--- src/rtl/cmpr_stream_tracker.sv ---
// cmpr_stream_tracker: registered 4-bit magnitude-compare result behind a
// single-entry valid/ready stage, with saturating per-outcome event counters.
// Optional feature macro: CMPR_STREAK_EN adds a same-outcome streak detector
// and the streak_hit output port.
module cmpr_stream_tracker #(
  parameter int unsigned WIDTH      = 4,
  parameter int unsigned CNT_W      = 8,
  parameter int unsigned STREAK_LEN = 3
) (
  input  logic             clk,
  input  logic             rst_n,
  input  logic             clr,
  input  logic             in_valid,
  output logic             in_ready,
  input  logic [WIDTH-1:0] a,
  input  logic [WIDTH-1:0] b,
  output logic             out_valid,
  input  logic             out_ready,
  output logic             alessb,
  output logic             aequalb,
  output logic             agreaterb,
  output logic [CNT_W-1:0] lt_cnt,
  output logic [CNT_W-1:0] eq_cnt,
  output logic [CNT_W-1:0] gt_cnt
`ifdef CMPR_STREAK_EN
  ,
  output logic             streak_hit
`endif
);

  localparam logic [CNT_W-1:0] CNT_MAX = '1;

  logic accept;
  logic cmp_lt;
  logic cmp_eq;
  logic cmp_gt;

  // Output register may take a new pair when empty or being drained; clr blocks intake
  always_comb begin
    in_ready = !clr && (!out_valid || out_ready);
    accept   = in_valid && in_ready;
    cmp_lt   = (a < b);
    cmp_eq   = (a == b);
    cmp_gt   = (a > b);
  end

  // Result register: load on accept, drop valid on pop, clr wins over both
  always_ff @(posedge clk or negedge rst_n) begin
    if (!rst_n) begin
      out_valid <= 1'b0;
      alessb    <= 1'b0;
      aequalb   <= 1'b0;
      agreaterb <= 1'b0;
    end else if (clr) begin
      out_valid <= 1'b0;
      alessb    <= 1'b0;
      aequalb   <= 1'b0;
      agreaterb <= 1'b0;
    end else if (accept) begin
      out_valid <= 1'b1;
      alessb    <= cmp_lt;
      aequalb   <= cmp_eq;
      agreaterb <= cmp_gt;
    end else if (out_valid && out_ready) begin
      out_valid <= 1'b0;
    end
  end

  // Saturating outcome counters, bumped at accept time
  always_ff @(posedge clk or negedge rst_n) begin
    if (!rst_n) begin
      lt_cnt <= '0;
      eq_cnt <= '0;
      gt_cnt <= '0;
    end else if (clr) begin
      lt_cnt <= '0;
      eq_cnt <= '0;
      gt_cnt <= '0;
    end else if (accept) begin
      if (cmp_lt && (lt_cnt != CNT_MAX)) lt_cnt <= lt_cnt + CNT_W'(1);
      if (cmp_eq && (eq_cnt != CNT_MAX)) eq_cnt <= eq_cnt + CNT_W'(1);
      if (cmp_gt && (gt_cnt != CNT_MAX)) gt_cnt <= gt_cnt + CNT_W'(1);
    end
  end

`ifdef CMPR_STREAK_EN
  localparam int unsigned SW = $clog2(STREAK_LEN + 1);

  // Outcome code 0 means "no pair since reset/clr", so the first accept never matches
  localparam logic [1:0] OC_NONE = 2'd0;
  localparam logic [1:0] OC_LT   = 2'd1;
  localparam logic [1:0] OC_EQ   = 2'd2;
  localparam logic [1:0] OC_GT   = 2'd3;

  logic [1:0]    last_oc;
  logic [1:0]    cur_oc;
  logic [SW-1:0] streak;
  logic [SW-1:0] streak_nxt;

  // Encode this pair's outcome and the streak length it would produce
  always_comb begin
    cur_oc = OC_EQ;
    if (cmp_lt) cur_oc = OC_LT;
    if (cmp_gt) cur_oc = OC_GT;
    streak_nxt = SW'(1);
    if (cur_oc == last_oc) begin
      streak_nxt = (streak >= SW'(STREAK_LEN)) ? SW'(STREAK_LEN) : streak + SW'(1);
    end
  end

  // Streak state and registered hit flag
  always_ff @(posedge clk or negedge rst_n) begin
    if (!rst_n) begin
      last_oc    <= OC_NONE;
      streak     <= '0;
      streak_hit <= 1'b0;
    end else if (clr) begin
      last_oc    <= OC_NONE;
      streak     <= '0;
      streak_hit <= 1'b0;
    end else if (accept) begin
      last_oc    <= cur_oc;
      streak     <= streak_nxt;
      streak_hit <= (streak_nxt >= SW'(STREAK_LEN));
    end
  end
`else
  // STREAK_LEN only matters when the streak detector is built
  if (STREAK_LEN == 0) begin : g_streak_len_unused
  end
`endif

endmodule
--- config.mk ---
export PLATFORM = sky130hd
export DESIGN_NAME = cmpr_stream_tracker
export DESIGN_NICKNAME = d
export VERILOG_FILES = /design/src/rtl/cmpr_stream_tracker.sv
export SDC_FILE = /design/constraint.sdc
export NUM_CORES = 1
export LEC_CHECK = 0
export CAP_MARGIN = 40
export CORE_MARGIN = 3
export CORE_UTILIZATION = 43
export DETAILED_ROUTE_END_ITERATION = 8
export PLACE_DENSITY = 0.79
export SLEW_MARGIN = 20
export SYNTH_ARGS = -nofsm -noshare
export SYNTH_HDL_FRONTEND = slang
export SYNTH_SLANG_ARGS = --single-unit
export TNS_END_PERCENT = 10
--- constraint.sdc ---
create_clock -name clk -period 2 [get_ports clk]
set_clock_uncertainty 0.15 [all_clocks]
set_input_delay 0.3 -clock clk [delete_from_list [all_inputs] [get_ports clk]]
set_output_delay 0.3 -clock clk [all_outputs]
set_load 0.03 [all_outputs]
# ---- Yosys cells after proc, flatten, opt, wreduce, memory -nomap -nowiden
# Index checks and enable logic that the tools add are counted.
dict set report word_totals {
  input_bits 13
  rom_bits 0
  latchBits 0
  out_inout_bits 29
  ram_bits 0
  ff_bits 28
  wordCells 51
  n_memories 0
}
dict set report classes {
  addsub 3
  n_reduce_logical 17
  n_lt_le_gt_ge 2
  bitwise_logic 0
  n_mux 18
  n_div 0
  eq_ne 4
  n_shift 0
  mul 0
}
# cell count
set op_table {}
lappend op_table {{$mux 8} 9}
lappend op_table {{$add 8x1->8 const B} 3}
lappend op_table {{$ne 8x8->1 const B} 3}
lappend op_table {{$mux 1} 9}
lappend op_table {{$reduce_bool 2->1} 4}
lappend op_table {{$logic_and 1x1->1} 6}
lappend op_table {{$reduce_and 2->1} 3}
lappend op_table {{$eq 4x4->1} 1}
lappend op_table {{$gt 4x4->1} 1}
lappend op_table {{$lt 4x4->1} 1}
lappend op_table {{$reduce_bool 3->1} 1}
lappend op_table {{$logic_not 1->1} 2}
lappend op_table {{$logic_or 1x1->1} 1}

# ---- Depth between registers and ports, before layout
dict set report depth {
  ltp_word 6
  mapped_depth 8
}

# ---- Worst setup path after synthesis
# Ideal clock, no wire load.
dict set report synth_timing {
  path_type {input-to-reg}
  start {in b[3]}
  end {reg lt_cnt[3]}
  t_required_ns 1.722
  arrival_ns 1.818
  setup_slack_ns -0.096
  stages 7
  cell_sequence {inv_1 ha_1 a21oi_2 nand3_1 nor3_2 nand4_1 mux2_1}
}
dict set report synth_via {
  elab_chain_len 4
}
# element line_no
set synth_rtl {}
lappend synth_rtl {{start, declared} 16} ;# input logic [WIDTH-1:0] b,
lappend synth_rtl {{$lt 4x4->1} 42} ;# cmp_lt = (a < b);
lappend synth_rtl {{$logic_and 1x1->1} 80} ;# if (cmp_lt && (lt_cnt != CNT_MAX)) lt_cnt <= lt_cnt + CNT_W'(1);
lappend synth_rtl {{$reduce_bool 2->1 (no source line)} -}
lappend synth_rtl {{$reduce_and 2->1 (no source line)} -}
lappend synth_rtl {{end signal, assigned} 80}
lappend synth_rtl {{end, declared} 22} ;# output logic [CNT_W-1:0] lt_cnt,
# No other way between the ends.
# A chain may end at the register's enable or synchronous reset.

# ---- Worst setup path in the final report
dict set report layout_timing {
  start {reg gt_cnt[1]}
  end {reg gt_cnt[4]}
}
dict set report layout_via {
  elab_chain_len 4
  elab_cells_between_ends 8
}
# element line_no
set layout_rtl {}
lappend layout_rtl {{start, declared} 24} ;# output logic [CNT_W-1:0] gt_cnt
lappend layout_rtl {{start signal, assigned} 82} ;# if (cmp_gt && (gt_cnt != CNT_MAX)) gt_cnt <= gt_cnt + CNT_W'(1);
lappend layout_rtl {{$add 8x1->8 or $ne 8x8->1 (tied branches)} 82}
lappend layout_rtl {{$mux 8 or $logic_and 1x1->1 (tied branches)} 82}
lappend layout_rtl {{$mux 8 or $reduce_bool 2->1 (tied branches)} -}
lappend layout_rtl {{$mux 8 or $reduce_and 2->1 (tied branches)} -}
# Several ways; a longest one is shown, not always the timed one. The select of a mux whose other input is x is not followed.

==> results.md <==
- Final setup TNS: -0.0726 ns
- Tightest slew margin relative to the limit: 0.734
- Data arrival time of the critical path: 2.14 ns
- Number of placed I/O pins: 42
- Total power consumption of the routed design: 1.04 mW
- Power density over cell area: 435 nW/µm²
- Actual transition at the worst max-transition pin: 0.398 ns
- Count of yosys warnings during synthesis: 0
- Pin count of the biggest net entering global routing: 29
- Maximum fanout encountered on the critical timing path: 5
- H-tree Lvls: 1
- Share of Yosys cell area claimed by the top area cell type: 0.451
- Global-route wire length before repair: 7170 µm
- Via-to-Cell Ratio: 5.44
- Endpoint of the worst register-to-register path: gt_cnt[4]
- Die height: 66.1 µm
- Maximum Capacitance Violations: 0
- Width of the die: 66.1 µm
- Total grt overflow: 0
- Busiest layer in global routing: met2
- M2 GR Usage: 0.388
- Critical Path End: gt_cnt[4]
- Req. time, crit path: 2.11 ns
- Unique cell type count in the Yosys netlist: 41
- CTS sink cnt: 28
- Worst reg2reg path startpoint: gt_cnt[1]
- RD Place Congestion: 0.857
- Final antenna diode count: 0
- Count of flip-flops with a built-in enable after synthesis: 0
- Critical Path Start Type: flop
- Area delta synth->final: 54.1%
- Clock edge transition at the registers on the reported setup and hold paths: 0.15 ns
- Time the final worst path needs with I/O delays and setup: 2.03 ns
- Longest Clk Path Bufs: 2
- Fin. Hold Viols: 0
- Cell area after synthesis: 1560 µm²
- CTS tree: yes
- Number of port buffers: 41
- Register area: 712 µm²
- Top cell type by total area after synthesis: dfrtp_1
- Nets in the synthesized netlist: 184
- Hold/Removal Path Class: primary input to asynchronous set/reset pin
- Drt pass-1 iters: 4
- TritonCTS buffer count: 3
- Total of hold buffers inserted after clock tree synthesis: 0
- Share of flip-flops with an asynchronous set or reset: 1.00
- Largest cells by area after synthesis: dfrtp_1 45%, nand2_1 6.3%, ha_1 5.6%, mux2i_1 4.5%, nor2_1 3.4%
- Maximum operating frequency: 0.492 GHz
- Result of the run: complete, but fails checks
- Failing checks: negative setup slack
- Number of nets with antenna violations after detailed routing: 0
- DIE AREA: 4370 µm²
- Worst setup path start: gt_cnt[1]
- Most instantiated cells after synthesis: 28 x dfrtp_1, 26 x nand2_1, 14 x nor2_1
- Total routing usage reported by global routing: 0.211
- # nets final: 256
- GRT met1 Usage: 0.253
- Post-Syn Instances: 164
- Most numerous cell in the Yosys netlist: dfrtp_1
- Fraction of layout cells with a size suffix above 1: 0.294
- HPWL after detailed placement: 3100 µm
- Average cell area after synthesis: 9.48 µm²
- Initial core utilization: 0.455
- Aggregate routed wire length: 4410 µm
- Cell depth of the worst flop-to-flop path: 7
- Number of pins exceeding their max-slew limit in the final report: 0
- Number of endpoints failing setup at the final stage: 3
- Primary flip-flop cell chosen by synthesis mapping: dfrtp_1
- Period utilization: 1.02
- Area of the multi-input gates: 932 µm²
- Worst setup EP type: flop
- Number of fill cells in the layout: 273
- Met3 routing resource usage after global routing: 0.0323
- Average detailed-routed wire length per instance: 15.7 µm
- Worst reg-to-reg setup slack: -0.03 ns
- Leak pwr: 1.17 nW
- Clk Latency, worst-skew pair: 0.33 ns
- Drt drc: 0
- Flip-flop and latch count after synthesis: 28
- Largest vdd supply drop: 0.000359 V
- CTS root buffer: clkbuf_4
- Category of the most critical setup path: flop to flop
- Number of global-route vias before repair: 1544
- First DRT Iteration DRCs: 49
- Overall via count from detail_route: 1530
- Share of synthesized area occupied by flip-flops and latches: 0.451
- Fin worst setup slack: -0.0333 ns
- Number of antenna violations at the first check in global routing: 0
- Site row count: 21
- Unrepaired setup endpoints after global routing: yes
- Area of the placeable core: 3420 µm²
worst max-delay path, stage by stage, from the launching register on:
cell	delay (ns)
dfrtp_2	0.46
ha_4	0.18
nand3_1	0.08
nor2_1	0.07
a211o_1	0.34
buf_4	0.16
or3_1	0.34
a21oi_1	0.17
layer usage:
layer,part of all wire,vias to the layer above
li1,-,735
met1,0.40,742
met2,0.54,45
met3,0.044,8
met4,0.014,0
met5,0,-
logic make-up after synthesis:
kind of cell	after synthesis	synth area share
and+or+nand+nor	80	0.270
DFF	28	0.451
AOI/OAI and AO/OA	27	0.121
buffers and inverters	9	0.0225
muxes	8	0.0523
adders and majority gates	7	0.0563
xor gates and xnor gates	5	0.0282
metrics by stage:
step / instances / hold WS, ns / util / area [µm²] / worst slack [ns]
after floorplan: 164 / -0.146 / - / 1600 / -0.0157
after global routing: 281 / 0.209 / 0.701 / 2400 / -0.0981
after detailed placement: 272 / 0.352 / 0.655 / 2240 / -0.594
after global placement: 272 / 0.313 / 0.655 / 2240 / -0.512
final: 281 / 0.174 / 0.701 / 2400 / -0.0333
after CTS: 279 / 0.182 / 0.682 / 2330 / 0.00419
what timing repair did:
action,in CTS,in global routing
gates resized for setup,20,16
pin swaps,7,4
endpoints found under the setup margin,19,17
setup buffers,3,2
cells in the final DEF (no fill, tap or decap), drive strengths merged, types with 5 or more instances in the layout:
cell type	count
nand2	28
dlymetal6s2s	9
nor2	14
clkdlybuf4s50	23
nand3	10
dlygate4sd2	6
mux2i	7
buf	31
xnor2	5
dfrtp	28
ha	7
a21oi	10
inv	5
registers in the layout (all words and copies together) (netlist names):
register	flops
aequalb	1
alessb	1
lt_cnt	8
gt_cnt	8
agreaterb	1
out_valid	1
eq_cnt	8
how the worst min path moves through the flow:
stage | start | slack (ns) | to | cells past startpoint
6_report | rst_n | 0.17 | lt_cnt[3] | 2
4_1_cts | rst_n | 0.18 | lt_cnt[3] | 2
2_1_floorplan | rst_n | -0.15 | aequalb | 0
3_5_place_dp | alessb | 0.35 | alessb | 2
3_3_place_gp | aequalb | 0.31 | aequalb | 2
5_1_grt | rst_n | 0.21 | lt_cnt[3] | 2
cell type report:
| class | count | area share |
|---|---|---|
| inverter | 5 | 0.00783 |
| timing repair buffer | 71 | 0.271 |
| tap | 46 | 0.0240 |
| sequential | 28 | 0.297 |
| multi-input combinational | 127 | 0.389 |
| clock buffer | 4 | 0.0110 |
power breakdown:
part	internal, mW	leakage [nW]	switching, mW	total, mW
Sequential	0.576	0.373	0.00896	0.585
Clock	0.0784	0.0150	0.170	0.248
Combinational	0.101	0.787	0.109	0.209
Total	0.755	1.17	0.287	1.04
(Power assumes the default switching activity.)
